### src/rtl/seq_pattern_tx.sv
// seq_pattern_tx
// Serializes a WIDTH-bit pattern MSB first onto Dout after a valid/ready
// handshake, counts the 1 bits sent and pulses Done for one cycle at the end
// of each transfer.
// Optional feature: define SEQ_PATTERN_TX_PARITY_EN to append one even-parity
// bit (XOR of the captured pattern) after the last data bit.
// All outputs are registered. Each register is loaded with the value its
// output must carry in the state being entered.
module seq_pattern_tx #(
    parameter int WIDTH = 8
) (
    input  logic                           Clock,
    input  logic                           Reset,
    input  logic                           Load_valid,
    input  logic [WIDTH-1:0]               Pattern,
    output logic                           Load_ready,
    output logic                           Dout,
    output logic                           Busy,
    output logic                           Done,
    output logic [$clog2(WIDTH+1)-1:0]     Ones_count
);

    localparam int CW = $clog2(WIDTH + 1);
    localparam logic [CW-1:0] CNT_ONE  = {{(CW-1){1'b0}}, 1'b1};
    localparam logic [CW-1:0] CNT_FULL = CW'(WIDTH);

    typedef enum logic [1:0] {
        ST_IDLE   = 2'd0,
        ST_SHIFT  = 2'd1,
        ST_DONE   = 2'd2
`ifdef SEQ_PATTERN_TX_PARITY_EN
        ,
        ST_PARITY = 2'd3
`endif
    } state_t;

    state_t           state_r;
    // Holds the data bits still to be sent after the one currently on Dout.
    logic [WIDTH-2:0] shift_r;
    logic [CW-1:0]    cnt_r;
    logic [CW-1:0]    ones_r;
    logic             dout_r;
    logic             busy_r;
    logic             done_r;
    logic             ready_r;
`ifdef SEQ_PATTERN_TX_PARITY_EN
    logic             parity_r;

    // Even parity over a full pattern word.
    function automatic logic even_parity(input logic [WIDTH-1:0] data);
        return ^data;
    endfunction
`endif

    assign Load_ready = ready_r;
    assign Dout       = dout_r;
    assign Busy       = busy_r;
    assign Done       = done_r;
    assign Ones_count = ones_r;

    // Transfer FSM together with the shift register, bit counter, ones counter and outputs.
    always_ff @(posedge Clock or posedge Reset) begin
        if (Reset) begin
            state_r  <= ST_IDLE;
            shift_r  <= '0;
            cnt_r    <= '0;
            ones_r   <= '0;
            dout_r   <= 1'b0;
            busy_r   <= 1'b0;
            done_r   <= 1'b0;
            ready_r  <= 1'b1;
`ifdef SEQ_PATTERN_TX_PARITY_EN
            parity_r <= 1'b0;
`endif
        end else begin
            case (state_r)
                ST_IDLE: begin
                    if (Load_valid && ready_r) begin
                        // The MSB goes straight to Dout so it is visible in the
                        // first cycle after the handshake edge.
                        shift_r  <= Pattern[WIDTH-2:0];
                        dout_r   <= Pattern[WIDTH-1];
                        cnt_r    <= CNT_FULL;
                        ones_r   <= '0;
                        busy_r   <= 1'b1;
                        done_r   <= 1'b0;
                        ready_r  <= 1'b0;
`ifdef SEQ_PATTERN_TX_PARITY_EN
                        parity_r <= even_parity(Pattern);
`endif
                        state_r  <= ST_SHIFT;
                    end else begin
                        dout_r   <= 1'b0;
                        busy_r   <= 1'b0;
                        done_r   <= 1'b0;
                        ready_r  <= 1'b1;
                        state_r  <= ST_IDLE;
                    end
                end

                ST_SHIFT: begin
                    shift_r <= shift_r << 1;
                    cnt_r   <= cnt_r - CNT_ONE;
                    ones_r  <= ones_r + {{(CW-1){1'b0}}, dout_r};
                    if (cnt_r == CNT_ONE) begin
`ifdef SEQ_PATTERN_TX_PARITY_EN
                        dout_r  <= parity_r;
                        busy_r  <= 1'b1;
                        done_r  <= 1'b0;
                        state_r <= ST_PARITY;
`else
                        dout_r  <= 1'b0;
                        busy_r  <= 1'b0;
                        done_r  <= 1'b1;
                        state_r <= ST_DONE;
`endif
                    end else begin
                        dout_r  <= shift_r[WIDTH-2];
                        busy_r  <= 1'b1;
                        done_r  <= 1'b0;
                        state_r <= ST_SHIFT;
                    end
                    ready_r <= 1'b0;
                end

`ifdef SEQ_PATTERN_TX_PARITY_EN
                ST_PARITY: begin
                    dout_r  <= 1'b0;
                    busy_r  <= 1'b0;
                    done_r  <= 1'b1;
                    ready_r <= 1'b0;
                    state_r <= ST_DONE;
                end
`endif

                ST_DONE: begin
                    // Ones_count keeps its final value until the next handshake.
                    dout_r  <= 1'b0;
                    busy_r  <= 1'b0;
                    done_r  <= 1'b0;
                    ready_r <= 1'b1;
                    state_r <= ST_IDLE;
                end

                default: begin
                    shift_r <= '0;
                    cnt_r   <= '0;
                    dout_r  <= 1'b0;
                    busy_r  <= 1'b0;
                    done_r  <= 1'b0;
                    ready_r <= 1'b1;
                    state_r <= ST_IDLE;
                end
            endcase
        end
    end

endmodule
### config.mk
export PLATFORM = sky130hd
export DESIGN_NAME = seq_pattern_tx
export DESIGN_NICKNAME = d
export VERILOG_FILES = /design/src/rtl/seq_pattern_tx.sv
export SDC_FILE = /design/constraint.sdc
export NUM_CORES = 1
export LEC_CHECK = 0
export CORE_MARGIN = 2
export CORE_UTILIZATION = 45
export CTS_BUF_LIST = sky130_fd_sc_hd__clkbuf_16
export CTS_CLUSTER_SIZE = 8
export DETAILED_ROUTE_END_ITERATION = 12
export PLACE_DENSITY = 0.86
export SLEW_MARGIN = 20
export SYNTH_ARGS = -nofsm -noshare
export SYNTH_HDL_FRONTEND = slang
export SYNTH_SLANG_ARGS = --single-unit
### constraint.sdc
create_clock -name Clock -period 1.3 [get_ports Clock]
set_input_delay 0.26 -clock Clock [delete_from_list [all_inputs] [get_ports Clock]]
set_output_delay 0.26 -clock Clock [all_outputs]
set_load 0.02 [all_outputs]
# After elaboration in Yosys (flattened, before gate mapping)

Cells that the tools add are included.

Register bits: 21
Input bits: 11
Output and inout port bits: 8
Logic and storage cells: 39

$add $sub $neg: 2
Equal/unequal tests: 4
Multiplexer cells: 19
Bitwise gates (word level): 1
Reduce and logical (&&, ||, !) cells: 5

Operator list:

| cell                                             | number |
|---|---|
| one-hot mux 7 bit (3 select lines)               | 1 |
| one-hot mux 4 bit (3 select lines)               | 1 |
| 2-to-1 mux 1 bit                                 | 8 |
| 2-to-1 mux 4 bit                                 | 2 |
| one-hot mux 4 bit (2 select lines)               | 1 |
| 2-to-1 mux 7 bit                                 | 1 |
| one-hot mux 1 bit (2 select lines)               | 3 |
| adder 4 x 1 -> 4 bit                             | 1 |
| == test 4 x 1 -> 1 bit, second input constant    | 1 |
| one-hot mux 2 bit (2 select lines)               | 1 |
| AND reduction 2 bit                              | 2 |
| subtractor 4 x 1 -> 4 bit, second input constant | 1 |
| == test 2 x 1 -> 1 bit, second input constant    | 1 |
| == test 2 bit, second input constant             | 1 |
| logical NOT 2 bit                                | 1 |
| 2-to-1 mux 2 bit                                 | 1 |
| inequality test 2 bit, second input constant     | 1 |
| nonzero test 2 bit                               | 1 |
| logical AND 1 bit                                | 1 |
| inverter 1 bit                                   | 1 |

# Longest topological paths before layout

Gate-level depths: netlist (run 1).

Word-level depth: 3
Depth in mapped cells: 4
Depth with buffers taken out: 4

# Worst setup path after synthesis (run 1)

Ideal clock, no wire load.

Path kind: register to register
Start point: reg ready_r (netlist: Load_ready)
End point: reg shift_r[1]
Setup time: 0.125 ns
Arrival: 1.274 ns
Slack: -0.099 ns
Stages on the path, launching flop included: 5
Path buffers: 1
Cells stage by stage: dfstp_2 -> nand2_1 -> o21a_1 -> buf_6 -> mux2_4

Longest elaborated chain between the ends: 3

RTL lines:

| element                                | line | text |
|---|---|---|
| from (decl)                            | 45   | `logic ready_r;` |
| from (signal assigned)                 | 71   | `ready_r <= 1'b1;` |
| from (signal assigned)                 | 87   | `ready_r <= 1'b0;` |
| from (signal assigned)                 | 96   | `ready_r <= 1'b1;` |
| logical AND 1 bit                      | 78   | `if (Load_valid && ready_r) begin` |
| inequality test 2 bit (no source line) | --   |  |
| AND reduction 2 bit (no source line)   | --   |  |
| to (signal assigned)                   | 81   | `shift_r <= Pattern[WIDTH-2:0];` |
| to (signal assigned)                   | 102  | `shift_r <= shift_r << 1;` |
| to (decl)                              | 39   | `logic [WIDTH-2:0] shift_r;` |

No other way between the ends.
A chain may end at the register's enable or synchronous reset.

# Worst setup path in the final report (run 1)

Start point: reg ready_r (netlist: Load_ready)
End point: reg ones_r[3] (netlist: Ones_count[3])

Longest elaborated chain between the ends: 3

RTL lines:

| element                                | line | text |
|---|---|---|
| logical AND 1 bit                      | 78   |  |
| inequality test 2 bit (no source line) | --   |  |
| AND reduction 2 bit (no source line)   | --   |  |
| to (signal assigned)                   | 104  | `ones_r <= ones_r + {{(CW-1){1'b0}}, dout_r};` |
| to (decl)                              | 41   | `logic [CW-1:0] ones_r;` |

No other way between the ends.

==> results.md, run 1 <==
* Num ports at 19
* Worst Path Arrival at 1500 ps
* Hpwl dp at 1400 µm
* TritonCTS clock tree: done
* RSZ-0062 raised after global routing: true
* Final Cell Area at 0.00139 mm²
* Die height at 50.8 µm
* Netlist cell types at 32
* Gr ovfl total at 0
* Cts-stage hold buffer count at 0
* Final setup fails at 1
* Share of cells above drive strength 1 at 33.0%
* Synth area leaders: dfrtp_1 (48%), mux2_4 (9.1%), mux2i_1 (6.1%), ha_1 (5.1%), a22o_1 (3.6%)
* Number of synthesized register bits at 20
* CTS clk-pin slew, worst paths at 50 ps
* Crit path buf inv count at 0
* Worst ir drop on vdd at 1.14 mV
* Antenna cells at 0
* Delay of the slowest cell on the worst path at 560 ps
* Initial DRC count at 9
* Detailed Route WL at 2060 µm
* Clock Latency Late Sink at 250 ps
* Initial Utilization at 48.8%
* Floorplan core area at 0.00202 mm²
* DRC viols at 0
* Avg WL per Cell at 14.5 µm
* DR pass1 iterations at 4
* All-Layer GR Usage at 17.4%
* P_leak at 0.713 nW
* Rows at 16
* Sequential cell area fraction in the yosys report at 50.9%
* Max FO, Critical Path at 3
* Port Buffers at 18
* R2R depth at 3
* Max Buffers Root-to-Sink at 2
* Type of the worst min-delay path: in2async
* Failing checks: setup timing
* Cts bufs inserted at 3
* Ys flop type: dfrtp_1
* Count leader, synth: dfrtp_1
* Reg-to-reg critical path startpoint: Load_ready
* Largest net degree at the start of global routing at 12
* Routed Antenna Nets at 0
* Routed via count at 718
* Most instantiated cells after synthesis: dfrtp_1 (19), nor2_1 (9), mux2_4 (6), mux2i_1 (6)
* Net count after synthesis at 95
* Cell Area, Placed at 0.00127 mm²
* CP cell instances: a21oi_2, or4_4, a21oi_2
* Routability cong. at 0.784
* # Max-Cap Violations at 0
* Synthesized area per cell at 12.3 µm²
* Post-synth EDFFs at 0
* Share of the synthesized area in the top cell type at 48.2%
* Slew Limit Fails at 0
* Initial antenna violation count at 0
* Nets at 131
* Critical path type: reg2reg
* Crit. End Element: flip-flop
* Outcome: finished with violations
* FF-to-FF End: Ones_count[3]
* F_max at 760 MHz
* Cell Area, Synth at 986 µm²
* Root buffer selected by CTS: clkbuf_16
* Pre-CTS WS at -394 ps
* Yosys warning count at 0
* Area Growth Syn to Fin at 41.0%
* First-pass GRT wire length at 3250 µm
* FILL cells at 147
* H-tree levels at 1
* Worst slew pin tran at 340 ps
* Critical Path RT at 1480 ps
* Critical-path top delay cell: dfstp_2
* Die W at 50.8 µm
* Final Hold Fails at 0
* Clk sinks at 20
* R2R Setup Slk at -20 ps
* Area leader, netlist: dfrtp_1
* DR vias/cell at 5.06
* Layout Skew at 4.42 ps
* Pwr Density at 2490 mW/mm²
* Crit path top cell by count: a21oi_2
* Slew Limit Headroom at 77.3%
* Tmin final at 1320 ps
* Vias in the first global route at 709
* Final Cycle Share at 101%
* Fraction of registers with async set/reset at 100%
* Kind of cell adding the most delay to the critical path: flip-flops
* Mapped Cells at 80
* Setup ws final at -16.2 ps
* Die area at 0.00258 mm²
* CP Launch Type: flip-flop
routing by layer:
metal	vias to the layer above	global-route usage, %	share of wire (%)	routed length (µm)
met1	344	22.8	43	891
li1	355	-	-	-
met2	17	28.9	52	1070
met3	2	2.05	3.7	77
met4	0	8.11	1.2	24
met5	-	0	0	0
stage by stage:
step                std cells  setup TNS (ps)  hold slack [ps]  power, mW  util, %
floorplan                  80            -571              223       2.25        -
global placement          134           -4480              492       2.70     62.6
detailed placement        134           -4590              498       2.77     62.6
CTS                       138               0              280       3.37     66.4
global route              142            -280              306       3.72     68.8
finish                    142           -16.2              273       3.46     68.8
layout make-up:
class | instances | area, µm² | share of cell area [%]
Multi-Input combinational cell | 54 | 473 | 34.0
Clock buffer | 3 | 75.1 | 5.40
Timing Repair Buffer | 33 | 284 | 20.4
Sequential cell | 20 | 505 | 36.4
Clock inverter | 1 | 3.75 | 0.270
Inverter | 4 | 15.0 | 1.08
Tap cell | 27 | 33.8 | 2.43
how the worst max path moves through the flow:
stage                from       endpoint  slack [ps]  depth (start not counted)
2_1_floorplan  Load_ready     shift_r[1]         -80                          4
3_3_place_gp   Load_valid     shift_r[2]        -380                          4
3_5_place_dp   Load_valid     shift_r[6]        -390                          4
4_1_cts        state_r[1]  Ones_count[3]          10                          3
5_1_grt        state_r[0]  Ones_count[2]         -40                          4
6_report       Load_ready  Ones_count[3]         -20                          3
cell usage in the layout (no fill, tap or decap), drive strengths merged, types with 2 or more instances in the layout:
master and count:
a21oi 3, a22o 4, buf 16, clkbuf 3, clkdlybuf4s50 9, dfrtp 19
dlygate4sd2 6, ha 4, inv 5, mux2 7, mux2i 6, nand2 2
nor2 9, nor3 2, o21a 2, o21ai 2
where the power goes:
| part | total (mW) | internal (mW) | switching [mW] |
|---|---|---|---|
| Sequential | 1.13 | 0.919 | 0.214 |
| Clock | 0.614 | 0.409 | 0.206 |
| Combinational | 1.72 | 0.954 | 0.762 |
flip-flops by register name (all words and copies together), names as in the netlist:
name and cells:
Done 1, Dout 1, Load_ready 1, Ones_count 4
cnt_r 4, shift_r 7, state_r 2
logic make-up (layout without fill, tap and decap cells):
kind of cell / after synthesis / count (layout) / share of synthesized area (%)
DFF: 20 / 20 / 50.9
and+or+nand+nor: 19 / 19 / 9.90
AOI/OAI and AO/OA: 16 / 17 / 12.6
muxes: 13 / 13 / 16.4
buffers and inverters: 7 / 41 / 4.31
adders and majority gates: 4 / 4 / 5.08
xor gates and xnor gates: 1 / 1 / 0.888
what timing repair did:
action                                  in CTS  in global routing
pin swaps                                    0                  1
cloned                                       0                  2
endpoints found under the setup margin      18                 10
endpoints found under the hold margin        0                  0
resized for setup                           14                  7
setup buffers                                0                  2
worst register-to-register path, delay by kind of cell (launching register included):
kind | cells | cell delay (ps)
compound gates | 2 | 200
flops | 1 | 560
simple gates | 1 | 490
No activity file was read; power rests on OpenSTA's default activity.
==> run 2: changes to the inputs <==
--- a/config.mk
+++ b/config.mk
@@ -5,6 +5,7 @@
 export SDC_FILE = /design/constraint.sdc
 export NUM_CORES = 1
 export LEC_CHECK = 0
+export CAP_MARGIN = 40
 export CORE_MARGIN = 2
 export CORE_UTILIZATION = 45
 export CTS_BUF_LIST = sky130_fd_sc_hd__clkbuf_16
==> results of run 2 <==
Final layout, timing and power as in run 1 (identical DEF).
